$ cat config.mk
export PLATFORM = sky130hd
export DESIGN_NAME = pool_sched
export DESIGN_NICKNAME = d
export VERILOG_FILES = /design/src/rtl/pool_sched_pkg.sv /design/src/rtl/pool_cmp2.sv /design/src/rtl/pool_sched.sv
export SDC_FILE = /design/constraint.sdc
export NUM_CORES = 1
export LEC_CHECK = 0
export ABC_CLOCK_PERIOD_IN_PS = 4260
export CAP_MARGIN = 40
export CORE_AREA = 2 2 108 68
export DETAILED_ROUTE_END_ITERATION = 16
export DIE_AREA = 0 0 110 70
export GPL_ROUTABILITY_DRIVEN = 0
export PLACE_DENSITY = 0.6
export SLEW_MARGIN = 20
export SYNTH_ARGS = -nofsm -noshare
export SYNTH_HDL_FRONTEND = slang
export SYNTH_SLANG_ARGS = --single-unit
$ cat constraint.sdc
create_clock -name clk -period 4.26 [get_ports clk]
set_input_delay 0.852 -clock clk [delete_from_list [all_inputs] [get_ports clk]]
set_output_delay 0.852 -clock clk [all_outputs]
set_load 0.02 [all_outputs]
$ cat src/rtl/pool_sched_pkg.sv
// -----------------------------------------------------------------------------
// pool_sched_pkg
//   Shared defaults and helpers for the 2x2 max-pool scheduler.
//   Provides the codebase-wide default macros (`POOL_IN_SIZE, `OF_BW, `POOL_K)
//   when no project defines header has set them already.
//   Optional build macro consumed by pool_sched: POOL_RELU_EN.
// -----------------------------------------------------------------------------
`ifndef POOL_IN_SIZE
`define POOL_IN_SIZE 8
`endif
`ifndef OF_BW
`define OF_BW 8
`endif
`ifndef POOL_K
`define POOL_K 2
`endif

package pool_sched_pkg;

    // Pooling window edge; the row buffer holds one entry per window column.
    localparam int unsigned POOL_K_DEF = `POOL_K;

    // True when a zero-based index sits on the last position of an n-long axis.
    function automatic logic is_last(input int unsigned idx, input int unsigned n);
        return (idx == n - 1);
    endfunction

endpackage

$ cat src/rtl/pool_cmp2.sv
// -----------------------------------------------------------------------------
// pool_cmp2
//   Combinational signed two-input maximum.
//   Ports:
//     a, b : signed BW-bit operands
//     y    : larger of a and b (either operand on a tie, value identical)
// -----------------------------------------------------------------------------
module pool_cmp2 #(
    parameter int BW = 8
) (
    input  logic signed [BW-1:0] a,
    input  logic signed [BW-1:0] b,
    output logic signed [BW-1:0] y
);

    always_comb begin
        y = (a > b) ? a : b;
    end

endmodule

$ cat src/rtl/pool_sched.sv
// -----------------------------------------------------------------------------
// pool_sched
//   Streaming 2x2 stride-2 signed max-pool over an IN_SIZE x IN_SIZE frame.
//   Even rows pre-reduce column pairs into a row buffer; odd rows finish the
//   window and load the output register (one cycle after the accepting edge).
//   Build option: define POOL_RELU_EN to clamp negative results to zero.
//   Ports:
//     clk, reset_n          : clock, asynchronous active-low reset
//     i_start               : arm one frame (sampled in IDLE only)
//     i_in_valid/o_in_ready : input pixel handshake, i_in_pix raster order
//     o_ot_valid/i_ot_ready : pooled pixel handshake, o_ot_pix raster order
//     o_busy                : frame in progress (RUN or DRAIN)
//     o_done                : one-cycle pulse as the frame completes
// -----------------------------------------------------------------------------
module pool_sched
    import pool_sched_pkg::*;
#(
    parameter int IN_SIZE = `POOL_IN_SIZE,
    parameter int BW      = `OF_BW
) (
    input  logic                 clk,
    input  logic                 reset_n,
    input  logic                 i_start,
    input  logic                 i_in_valid,
    output logic                 o_in_ready,
    input  logic signed [BW-1:0] i_in_pix,
    output logic                 o_ot_valid,
    input  logic                 i_ot_ready,
    output logic signed [BW-1:0] o_ot_pix,
    output logic                 o_busy,
    output logic                 o_done
);

    localparam int CW    = (IN_SIZE > 2) ? $clog2(IN_SIZE) : 1;
    localparam int DEPTH = IN_SIZE / POOL_K_DEF;
    localparam int BI    = (DEPTH > 1) ? $clog2(DEPTH) : 1;

    typedef enum logic [1:0] {
        S_IDLE  = 2'd0,
        S_RUN   = 2'd1,
        S_DRAIN = 2'd2
    } state_t;

    state_t                state, state_nx;
    logic [CW-1:0]         row, col;
    logic [BI-1:0]         buf_idx;
    logic                  accept, load, col_last, row_last;
    logic signed [BW-1:0]  held, h_max, v_max, pooled;
    logic signed [BW-1:0]  ot_pix;
    logic                  ot_valid;
    logic signed [BW-1:0]  rowbuf [DEPTH];

    assign buf_idx  = BI'(col >> 1);
    assign col_last = is_last(32'(col), IN_SIZE);
    assign row_last = is_last(32'(row), IN_SIZE);
    assign accept   = i_in_valid && o_in_ready;
    // Window completes on the odd-column pixel of an odd row.
    assign load     = accept && row[0] && col[0];

    // Horizontal pair reduction, then vertical against the buffered pair.
    pool_cmp2 #(.BW(BW)) u_cmp_h (
        .a (held),
        .b (i_in_pix),
        .y (h_max)
    );

    pool_cmp2 #(.BW(BW)) u_cmp_v (
        .a (rowbuf[buf_idx]),
        .b (h_max),
        .y (v_max)
    );

`ifdef POOL_RELU_EN
    assign pooled = v_max[BW-1] ? '0 : v_max;
`else
    assign pooled = v_max;
`endif

    // ---------------- FSM: state register ----------------
    always_ff @(posedge clk or negedge reset_n) begin
        if (!reset_n) begin
            state <= S_IDLE;
        end else begin
            state <= state_nx;
        end
    end

    // ---------------- FSM: next state ----------------
    always_comb begin
        state_nx = state;
        case (state)
            S_IDLE:  if (i_start) state_nx = S_RUN;
            S_RUN:   if (accept && col_last && row_last) state_nx = S_DRAIN;
            S_DRAIN: if (!ot_valid) state_nx = S_IDLE;
            default: state_nx = S_IDLE;
        endcase
    end

    // ---------------- FSM: outputs ----------------
    always_comb begin
        o_in_ready = 1'b0;
        o_busy     = 1'b0;
        o_done     = 1'b0;
        case (state)
            S_RUN: begin
                o_busy     = 1'b1;
                // Stall input only when a result is stuck in the output register.
                o_in_ready = !(ot_valid && !i_ot_ready);
            end
            S_DRAIN: begin
                o_busy = 1'b1;
                o_done = !ot_valid;
            end
            default: ;
        endcase
    end

    // ---------------- raster counters ----------------
    always_ff @(posedge clk or negedge reset_n) begin
        if (!reset_n) begin
            row <= '0;
            col <= '0;
        end else if (state == S_IDLE && i_start) begin
            row <= '0;
            col <= '0;
        end else if (accept) begin
            if (col_last) begin
                col <= '0;
                row <= row_last ? '0 : row + 1'b1;
            end else begin
                col <= col + 1'b1;
            end
        end
    end

    // ---------------- datapath storage (no reset needed) ----------------
    always_ff @(posedge clk) begin
        if (accept && !col[0]) begin
            held <= i_in_pix;
        end
        if (accept && !row[0] && col[0]) begin
            rowbuf[buf_idx] <= h_max;
        end
    end

    // ---------------- output register ----------------
    // A load may coincide with consumption; the load wins so the stream
    // sustains one result per cycle without a bubble.
    always_ff @(posedge clk or negedge reset_n) begin
        if (!reset_n) begin
            ot_valid <= 1'b0;
            ot_pix   <= '0;
        end else if (load) begin
            ot_valid <= 1'b1;
            ot_pix   <= pooled;
        end else if (ot_valid && i_ot_ready) begin
            ot_valid <= 1'b0;
        end
    end

    assign o_ot_valid = ot_valid;
    assign o_ot_pix   = ot_pix;

endmodule

# --- After elaboration in Yosys (flattened, before gate mapping) ---
# Memories as Yosys holds them, arrays and structs flattened.
# Cells that the tools add are included.
word_totals:
  regBits: 25
  out_inout_bits: 12
  mem_bits_rw: 32
  mem_count: 1
  wordCells: 61
op_classes:
  n_mux: 20
  n_eq_ne: 7
  magnitude_cmp: 2
  reduce_logical: 23
  addsub: 2
memory_table:
  columns: ["memory", "depth", "width", "read_ports", "rd_ports_with_merged_regs", "write_ports", "line", "rtl"]
  rows:
  - ["rowbuf", 4, 8, 1, 0, 1, "pool_sched.sv:51", "logic signed [BW-1:0] rowbuf [DEPTH];"]
ops:
  columns: ["cell", "count"]
  rows:
  - ["3-bit 2-to-1 mux", 7]
  - ["8-bit > comparator", 2]
  - ["8-bit 2-to-1 mux", 2]
  - ["1-bit logical AND", 11]
  - ["1-bit 2-to-1 mux", 7]
  - ["3-bit by 1-bit adder with 3-bit output, second input constant", 2]
  - ["3-bit equality test, second input constant", 2]
  - ["2-bit 2-to-1 mux", 3]
  - ["2-bit inequality test, second input constant", 3]
  - ["2-bit one-hot mux with 3 select lines", 1]
  - ["2-bit nonzero test", 3]
  - ["1-bit logical NOT", 5]
  - ["3-bit AND reduction", 1]
  - ["2-bit by 1-bit equality test with 1-bit output, second input constant", 1]
  - ["2-bit equality test, second input constant", 1]
  - ["2-bit logical NOT", 1]
  - ["2-bit AND reduction", 1]
  - ["2-bit OR reduction", 1]

# --- Longest topological paths before layout ---
depth:
  depth_word: 9
  mapped_depth: 15
  depth_no_buf: 15

# --- By module ---
# From an unflattened synthesis, not the netlist that was laid out.
hier_totals:
  cells_unflattened: 209
  hier_area_um2: 2994.1
modules_own_cells:
  columns: ["module", "cells_per_inst", "area_per_inst_um2", "instances"]
  rows:
  - ["pool_sched", 129, 2273.4, 1]
  - ["pool_cmp2", 40, 360.3, 2]

# --- Least setup slack after synthesis ---
# Ideal clock, no wire load.
synth_timing:
  path_type: "input -> register"
  startpoint: "input port i_in_pix[7]"
  endpoint: "register ot_pix[1] (netlist: o_ot_pix[1])"
  arrival_time_ns: 3.828
  slack_ns: 0.306
  setup_ns: 0.126
  path_stages: 15
  required_ns: 4.134
  cell_sequence: "inv_1 > ha_1 > nand4_1 > o32ai_1 > a31oi_1 > a21oi_2 > mux2_2 > inv_1 > ha_1 > or4_1 > a221oi_2 > a221o_1 > o21ai_2 > and3_1 > a221o_1"
synth_between:
  elab_chain_len: 4
synth_rtl:
  columns: ["item", "line", "rtl"]
  rows:
  - ["start: declaration", "pool_sched.sv:26", "input logic signed [BW-1:0] i_in_pix,"]
  - ["8-bit > comparator", "pool_cmp2.sv:17", "y = (a > b) ? a : b;"]
  - ["8-bit 2-to-1 mux (*)", "pool_cmp2.sv:17", null]
  - ["via h_max[7]", "pool_sched.sv:48", "logic signed [BW-1:0] held, h_max, v_max, pooled;"]
  - ["8-bit > comparator (*)", "pool_cmp2.sv:17", null]
  - ["8-bit 2-to-1 mux (*)", "pool_cmp2.sv:17", null]
  - ["end signal: assignment", "pool_sched.sv:155", "ot_pix <= pooled;"]
  - ["end: declaration", "pool_sched.sv:49", "logic signed [BW-1:0] ot_pix;"]
# The timed path passes the listed nets; every way through them passes the cells marked *.
# A chain may end at the register's enable or synchronous reset.

# --- Final worst setup path ---
layout_timing:
  startpoint: "input port i_in_pix[0]"
  endpoint: "register ot_pix[1] (netlist: o_ot_pix[1])"
layout_between:
  elab_chain_len: 4
layout_rtl:
  columns: ["item", "line"]
  rows:
  - ["8-bit > comparator", "pool_cmp2.sv:17"]
  - ["8-bit 2-to-1 mux", "pool_cmp2.sv:17"]
  - ["via h_max[6]", "pool_sched.sv:48"]
  - ["8-bit > comparator", "pool_cmp2.sv:17"]
  - ["8-bit 2-to-1 mux", "pool_cmp2.sv:17"]
# The timed path passes the listed nets, and every way through them passes these cells.

==> out/metrics.yaml <==
logic_synthesis:
  syn_nets: 245
  postSynthAreaPerCell_sq_um: 13.61
  synth_top_area_share_pct: 42.65
  ys_seq_area_share_pct: 57.75
  synthTopCellsByArea: "edfxtp_1 (43%), dfrtp_1 (15%), ha_1 (11%), mux4_2 (6.4%), a221o_1 (3.2%)"
  synth_top_area_cell: "edfxtp_1"
  netlist_instances: 207
  syn-cell-area_sq_mm: 0.002816
  synth-seq-cells: 57
  ys_types: 34
  ys_warn_count: 0
clock_tree:
  tritoncts: "yes"
  cts_setup_buffers: 0
  cts_max_level: 3
  cts_hold_buf: 0
  clkTransAtPathRegs_ns: 0.06
  clock_latency_ns: 0.34
  clock_path_buffers: 2
  cts_inserted_buffers: 9
  clock_sinks: 57
  cts-resized-gates: 0
  cts_root_buf: "clkbuf_8"
power_and_ir_drop:
  leakage_nw: 1.582
  p_per_area_mw_per_mm2: 484.3
  peakVddDrop_mv: 0.2959
cells_and_area:
  fin_util_pct: 54.33
  final_cell_mix: "edfxtp_1 (40), buf_4 (27), dfrtp_1 (17), clkdlybuf4s50_1 (17)"
  finalNetCount: 305
  drive_above_1_share_pct: 29.78
  area.growth.synth_to_final_pct: 32.65
  insertedDiodeCount: 0
  final_common_cell: "edfxtp_1"
sta:
  tightest_slew_ns: 0.8368
  slew_headroom_pct: 44.09
  setup_tns_ns: 0
  drv_slew: 0
  period_minus_slack_ns: 4.085
  skew_ns: 0.008548
  hold_viol_final: 0
  setup_viol: 0
  fin_crit_sh_pct: 95.90
  fmax_mhz: 244.8
outcome:
  status: "complete, no violations"
critical_path:
  r2r_setup_slack_ns: 0.67
  slowest_stage: "clkdlybuf4s50_1"
  crit_type: "in2reg"
  worst_setup_path_end_kind: "flip-flop"
  r2r-start: "held[6]"
  reg2reg_depth: 15
  r2r_end: "o_ot_pix[1]"
  worstSetupStartpointType: "primary input"
  required_ns: 4.48
  crit_buf_inv: 3
  startpoint: "i_in_pix[0]"
  path_depth: 16
  crit_family: "compound AO/OA/AOI/OAI gates"
  crit_top_cell: "a221o_1"
  cp.arrival_ns: 4.30
  crit_path_end: "o_ot_pix[1]"
  cp_max_fo: 5
  max_stage_delay_ns: 0.46
  crit_chain: "clkdlybuf4s50_1 > ha_4 > nand2_1 > o32ai_2 > a31oi_1 > a21oi_2 > buf_4 > mux2_2 > inv_1 > ha_2 > or4_4 > a221oi_2 > a221o_1 > o21ai_4 > and3_1 > a221o_1"
floorplan:
  floorplan.initialDensity_pct: 40.96
  num_rows: 24
  core_sq_mm: 0.006877
  fp.dieArea_sq_mm: 0.007700
  ios: 25
  die_y_microns: 70
  die_x_microns: 110
routing:
  dr.pass1.iters: 4
  totalWireLength_mm: 6.242
  dr_wl_met3_microns: 260
  vias_per_cell: 5.174
  drc_errors: 0
  top_layer: "met4"
  via_count: 1878
  wl_met1_mm: 3.414
  met2_length_mm: 2.517
  post_drt_wl_per_cell_microns: 17.20
  final_antenna_net_count: 0
  initialDrtViolationCount: 128
global_route:
  grt-ovfl-total: 0
  grtUsageTotal_pct: 17.61
  grt_start_max_net_pins: 18
  antenna_found_initial: 0
  grt_pass1_wl_mm: 9.770
  first_global_vias: 1780
placed_design:
  port_buffers: 24
  place.detailed.hpwl_mm: 4.587
worst_hold_path:
  hold_class: "reg2reg"
  min_path_cells: 1
flow_run:
  cap_violations: 0
worst min-delay path by stage:
stage                 from           to  slack (ns)
6_report       o_ot_pix[3]  o_ot_pix[3]        0.53
5_1_grt        o_ot_pix[6]  o_ot_pix[6]        0.55
4_1_cts        o_ot_pix[3]  o_ot_pix[3]        0.53
3_5_place_dp   o_ot_pix[3]  o_ot_pix[3]        0.52
3_3_place_gp   o_ot_pix[3]  o_ot_pix[3]        0.52
2_1_floorplan       row[1]       row[1]        0.51
layer usage:
metal,up-vias,GRT usage (%)
met5,-,0
met4,0,6.329
met3,8,5.042
met2,37,21.06
met1,918,29.20
li1,915,-
worst reg2reg max path: stages, from the launching register on:
cell and delay (ns):
edfxtp_1 0.44, ha_4 0.30, nand4_1 0.14, o32ai_2 0.22
a31oi_1 0.08, a21oi_2 0.26, buf_4 0.18, mux2_2 0.16
inv_1 0.05, ha_2 0.18, or4_4 0.41, a221oi_2 0.18
a221o_1 0.30, o21ai_4 0.11, and3_1 0.20, a221o_1 0.25
power by group:
| part | internal, mW | switching (mW) |
|---|---|---|
| Sequential | 0.657 | 0.0435 |
| Combinational | 0.289 | 0.314 |
| Clock | 0.300 | 0.206 |
| Total | 1.25 | 0.564 |
cells in the mapped netlist (all sizes together):
cell type	n
a21o	1
a21oi	9
a221o	9
a221oi	1
a222oi	1
a31oi	1
a41oi	1
and2	2
and3	11
buf	2
clkbuf	2
dfrtp	17
edfxtp	40
ha	25
inv	21
mux2	8
mux4	8
nand2	16
nand2b	1
nand3	5
nand4	2
nor2	8
nor2b	2
nor3	2
nor3b	2
o211ai	1
o21a	1
o21ai	6
o32ai	1
or4	1
sequential cells by signal, summed over array words and instances (netlist names):
name        count
state           2
col             3
o_ot_valid      1
held            8
o_ot_pix        8
rowbuf         32
row             3
stage by stage:
step	area [sq um]	hold WS [ns]	instances	power, mW	worst slack [ns]
finish	3736	0.5289	363	1.809	0.1747
global route	3736	0.5451	363	1.911	-0.009941
CTS	3547	0.5302	360	1.745	0.08651
detailed placement	3349	0.5159	344	1.239	-0.2510
global placement	3349	0.5181	344	1.235	-0.2183
floorplan	2816	0.5061	207	1.037	0.3061
logic make-up after synthesis:
group,count (synthesis),share of synthesized area [%]
flip-flops,57,57.75
multiplexers,16,9.596
AND/OR/NAND/NOR,52,9.507
adder cells (fa/ha/maj),25,11.11
AO/OA/AOI/OAI,32,8.663
buffers and inverters,25,3.376
area by class of cell:
cell class / count / area, sq um
Tap cell: 91 / 113.9
Clock buffer: 13 / 158.9
Timing Repair Buffer: 52 / 475.5
Sequential cell: 57 / 1627
Inverter: 21 / 78.83
Fill cell: 569 / 3141
Multi-Input combinational cell: 126 / 1244
Clock inverter: 3 / 38.79
Note: power is estimated with default switching activity, not from simulation.
==> variant 1, RTL diff (same settings) <==
Reset style: synchronous (`reset_n`), changed in 3 clocked blocks. Comments in the files are not updated.
--- a/src/rtl/pool_sched.sv
+++ b/src/rtl/pool_sched.sv
@@ -77,7 +77,7 @@
 `endif
 
     // ---------------- FSM: state register ----------------
-    always_ff @(posedge clk or negedge reset_n) begin
+    always_ff @(posedge clk) begin
         if (!reset_n) begin
             state <= S_IDLE;
         end else begin
@@ -116,7 +116,7 @@
     end
 
     // ---------------- raster counters ----------------
-    always_ff @(posedge clk or negedge reset_n) begin
+    always_ff @(posedge clk) begin
         if (!reset_n) begin
             row <= '0;
             col <= '0;
@@ -146,7 +146,7 @@
     // ---------------- output register ----------------
     // A load may coincide with consumption; the load wins so the stream
     // sustains one result per cycle without a bubble.
-    always_ff @(posedge clk or negedge reset_n) begin
+    always_ff @(posedge clk) begin
         if (!reset_n) begin
             ot_valid <= 1'b0;
             ot_pix   <= '0;
Check against the original RTL: differs if reset_n is asserted again (counterexample within 4 cycles, from zero or initial values and one cycle with reset_n low); with reset_n held inactive, the same outputs for 10 cycles.
==> variant 1 against the unedited design <==
Routed wire length decreased by 9.9%; area after synthesis up 0.89%; sequential share of layout area rose by 0.94 points; setup slack improved by 0.042 ns; cell area decreased by 4.8%; via count decreased by 2.1%; power shrank 11%; sequential cell count rose by 2; critical path type unchanged; critical endpoint is now o_ot_pix[7].
==> variant 1: results (changes against the unedited design) <==
----------------------------------------------------
[Critical path]
  Depth of the most critical reg-to-reg path ... 12 (was 15)
  Critical path arrival ... 4.30 ns (about the same)
  Crit Path Max Fanout ... 7 (was 5)

[Clock tree]
  Latest clock arrival within the worst-skew pair ... 0.34 ns (about the same)
  Number of H-tree branching levels ... 3 (unchanged)
  Clock slew at reported path FFs ... approximately 0.070 ns
  Post_cts resized ... 0 (unchanged)
  CTS Buffer Depth ... 2 (unchanged)
  Cts bufs inserted ... 9 (unchanged)
  Clk Tree Root Cell ... clkbuf_8 (unchanged)
  Post-CTS setup buffer count ... 0 (unchanged)

[Yosys]
  Cell variety after synth ... 42 (was 34)
  Seq/Total Area, Yosys ... 0.557 (was 0.578)
  Synth async-reset ratio ... 0 (was 0.298)
  Top FF cell, synth ... edfxtp_1 (unchanged)
  Most used standard cells in the synthesized netlist ... edfxtp_1, ha_1, inv_1, dfxtp_1 (was edfxtp_1, ha_1, inv_1, dfrtp_1, nand2_1)
  Warnings, synthesis ... 0 (unchanged)
  Number of flops mapped to enable cells by yosys ... 40 (unchanged)
  Syn Nets ... 252 (was 245)
  Post-Synthesis Mean Instance Area ... 13.3 um2 (was 13.6 um2)
  Top post-synthesis cells by area ... edfxtp_1, dfxtp_1, ha_1 (was edfxtp_1, dfrtp_1, ha_1)

[Final layout]
  Antenna cell count ... 0 (unchanged)
  Register with the most flip-flops ... rowbuf (unchanged)
  Layout cells sized above 1 ... 0.193 (was 0.298)
  Fill cell count ... 588 (was 569)
  Flip-flop count of the largest register, all copies and words added ... 32 (unchanged)
  Post-Layout Cell Count ... 361 (was 363)
  Number of nets at the end of the flow ... 303 (was 305)

[Global routing]
  Global-route wire length before repair ... 9040 um (was 9770 um)
  Maximum number of pins on one net before global-route repair ... 14 (was 18)
  Total global routing track utilization ... 0.162 (was 0.176)
  Initial antenna violation count ... 0 (unchanged)

[Timing]
  Slew Limit Headroom ... 0.471 (was 0.441)
  Clock skew after layout ... 0.0109 ns (was 0.00855 ns)

[Power and ir drop]
  Leakage power of the design ... 1.44 nW (was 1.58 nW)
  Largest voltage drop on the vdd net ... 0.246 mV (was 0.296 mV)

[Place]
  Number of I/O port buffers ... 24 (unchanged)
  Count of placed standard cells including taps ... 345 (was 344)
  DPL Wire Length ... 4240 um (was 4590 um)

[Min path]
  Worst hold path stage count ... 2 (was 1)
  Path class of the lowest-slack min-delay path ... register to register (unchanged)

[Drt]
  Total number of vias ... 1838 (was 1878)
  1st-pass router iterations ... 4 (unchanged)
  Routed Wire Length ... 5620 um (was 6240 um)
  Violation count after the first detailed-routing iteration ... 117 (was 128)

[Run status]
  Result of the run ... finished, final reports clean (unchanged)

----------------------------------------------------
[variant 1: cell count changes after synthesis, moves of 8 or more]
cell / before / now
dfxtp_1: 0 / 19
dfrtp_1: 17 / 0
mux2i_1: 0 / 13
and3_1: 11 / 1
nand2_1: 16 / 6
a221o_1: 9 / 0
mux2_2: 8 / 0
[variant 1: through the flow]
stage	hold slack, ns	setup TNS, ns	area, um2	total power, W	worst slack (ns)
finish	0.500	0	3560	0.00160	0.217
global route	0.538	0	3560	0.00169	0.0166
CTS	0.508	0	3560	0.00163	0.237
detailed placement	0.491	-0.604	3330	0.00105	-0.103
global placement	0.483	0	3330	0.00105	0.0301
floorplan	0.468	0	2840	0.000905	0.524
[variant 1: cells by family after synthesis]
logic type / count (synthesis) / share of synthesized area
buf+inv: 28 / 0.0379
simple gates: 48 / 0.0947
fa+ha+maj: 25 / 0.110
compound gates: 32 / 0.0863
mux: 22 / 0.114
flops: 59 / 0.557
[variant 1: final cells by class]
cell class / count / area share
Multi-Input combinational cell: 127 / 0.324
Tap cell: 91 / 0.0320
Clock inverter: 7 / 0.0281
Sequential cell: 59 / 0.445
Clock buffer: 9 / 0.0348
Inverter: 23 / 0.0243
Timing Repair Buffer: 45 / 0.112
[variant 1: final timing paths]
| kind | slack, ns | startpoint | end |
|---|---|---|---|
| setup / recovery | 0.22 | i_in_pix[7] | o_ot_pix[7] |
| hold / removal | 0.50 | row[1] | row[1] |
| setup reg to reg | 0.85 | held[7] | o_ot_pix[7] |
| hold reg to reg | 0.50 | row[1] | row[1] |
[variant 1: routing by layer]
layer,part of all wire,GRT usage,vias to the layer above
li1,-,-,917
met1,0.50,0.227,868
met2,0.43,0.231,48
met3,0.056,0.0542,5
met4,0.010,0.0633,0
met5,0,0,-
[variant 1: power breakdown]
part           switching (W)  internal (W)
clock               0.000233      0.000333
combinational       0.000193      0.000172
sequential         0.0000162      0.000656
[variant 1: critical path, stage by stage]
cell             delay [ns]
clkdlybuf4s50_1        0.49
inv_1                  0.05
ha_1                   0.31
nand4_1                0.15
a211o_1                0.29
a31oi_4                0.32
buf_4                  0.18
mux2i_1                0.23
ha_1                   0.27
nor2b_1                0.14
o21ai_0                0.20
a32oi_2                0.14
or3_1                  0.46
o22ai_1                0.21
==> variant 2, RTL diff (same flow settings) <==
Made on the original files. The option `POOL_RELU_EN` is turned on by a define.
--- a/src/rtl/pool_sched.sv
+++ b/src/rtl/pool_sched.sv
@@ -12,6 +12,8 @@
 //     o_busy                : frame in progress (RUN or DRAIN)
 //     o_done                : one-cycle pulse as the frame completes
 // -----------------------------------------------------------------------------
+`define POOL_RELU_EN
+
 module pool_sched
     import pool_sched_pkg::*;
 #(
Function: no difference found for any inputs over 10 cycles, from zero or initial values and one cycle with reset_n low; that may be too few to reach the edited logic, so the function may still have changed.
==> variant 2 against the unedited design <==
Count of clock-buffer cells in the layout is 8 lower; setup slack improved by 0.047 ns; non-clock buffer count fell by 4; cell area down 2.2%; routed wire length is 2.1% lower; combinational power is 4.6% higher; power is 11% lower; hold slack worse by 0.017 ns; die area stayed put; sequential cell count down 1; area after synthesis grew 6.7%; first-iteration DRC count decreased by 11%.
==> variant 2: results (changes against the unedited design) <==
----------------------------------------------------
[Yosys]
  Synth async-reset ratio ... 0.286 (was 0.298)
  Seq/Total Area, Yosys ... 0.533 (was 0.578)
  Top post-synthesis cells by area ... edfxtp_1, dfrtp_1, ha_1 (unchanged)
  Most used standard cells in the synthesized netlist ... edfxtp_1, nand2_1, ha_1, inv_1, nand3_1 (was edfxtp_1, ha_1, inv_1, dfrtp_1, nand2_1)

[Critical path]
  Worst-case register-to-register setup slack ... 0.84 ns (was 0.67 ns)
  Endpoint of the most critical register-to-register path ... o_ot_pix[4] (was o_ot_pix[1])
  Crit Path Max Fanout ... 7 (was 5)
  Setup crit start ... i_in_pix[5] (was i_in_pix[0])
  Worst R2R Start ... held[5] (was held[6])

[Power and ir drop]
  Int Pwr ... 0.00104 W (was 0.00125 W)
  Clock share of power ... 0.178 (was 0.280)
  PnR Total Power ... 0.00161 W (was 0.00181 W)
  Leakage power of the design ... 1.47 nW (was 1.58 nW)

[Min path]
  Min-Delay Endpoint ... o_ot_pix[0] (was o_ot_pix[3])
  Startpoint of the lowest-slack hold path ... o_ot_pix[0] (was o_ot_pix[3])

[Final layout]
  Final-layout non-clock buffer area share ... 0.115 (was 0.127)
  Number of ordinary and repair buffers in the finished layout ... 48 (was 52)
  Count of multi-input combinational gates ... 162 (was 126)
  Number of nets at the end of the flow ... 329 (was 305)
  Final-layout clock-cell area share ... 0.0236 (was 0.0529)
  Clk_buf instances ... 5 (was 13)
  Seq. cell area ... 0.00160 mm2 (was 0.00163 mm2)
  Fill cell count ... 597 (was 569)

[Global routing]
  Vias in the first global route ... 1927 (was 1780)
  Global-route track usage on met1 ... 0.287 (was 0.292)
  Met2 Resource Use GR ... 0.228 (was 0.211)
  Total global routing track utilization ... 0.175 (was 0.176)

[Drt]
  Routed Wire Length ... 6110 um (was 6240 um)
  Detailed-routed wire length on met2 ... 2350 um (was 2520 um)
  Average vias per placed instance ... 5.17 (about the same)
  Detail Route met3 WL ... 272 um (was 260 um)
  Violation count after the first detailed-routing iteration ... 114 (was 128)
  Met1 Routed Length ... 3460 um (was 3410 um)

[Clock tree]
  Number of H-tree branching levels ... 2 (was 3)
  Clock slew at reported path FFs ... 0.09 ns (was 0.06 ns)
  Total number of clock tree sinks ... 56 (was 57)
  Latest clock arrival within the worst-skew pair ... 0.32 ns (was 0.34 ns)

[Timing]
  Clock skew after layout ... 0.0138 ns (was 0.00855 ns)
  Final Worst Setup Slack ... 0.222 ns (was 0.175 ns)
  Slew Limit Headroom ... 0.525 (was 0.441)

[Place]
  Setup Slack @ Placement ... -0.366 ns (was -0.251 ns)
  Number of I/O port buffers ... 23 (was 24)
  DPL Wire Length ... 4680 um (was 4590 um)

[Run status]
  Result of the run ... finished, final reports clean (unchanged)

----------------------------------------------------
==> variant 2: through the flow <==
stage               hold slack, ns  cells  cell area [um2]
floorplan                    0.506    248             3020
global placement             0.478    377             3490
detailed placement           0.494    377             3490
CTS                          0.517    385             3590
global route                 0.542    386             3650
finish                       0.512    386             3650
==> variant 2: kinds of logic after synthesis <==
| group | count (synthesis) | share of synthesized area |
|---|---|---|
| buffers and inverters | 30 | 0.0437 |
| other | 1 | 0.00125 |
| adder cells (fa/ha/maj) | 22 | 0.0916 |
| AO/OA/AOI/OAI | 40 | 0.108 |
| flip-flops | 56 | 0.533 |
| XOR/XNOR | 4 | 0.0117 |
| multiplexers | 15 | 0.0800 |
| AND/OR/NAND/NOR | 80 | 0.130 |
==> variant 2: what timing repair did <==
item                                    4_1_cts  5_1_grt
buffers inserted                              0        0
endpoints found under the hold margin         0        0
resized for setup                             1        9
pin swaps                                     0        3
endpoints found under the setup margin        2        7
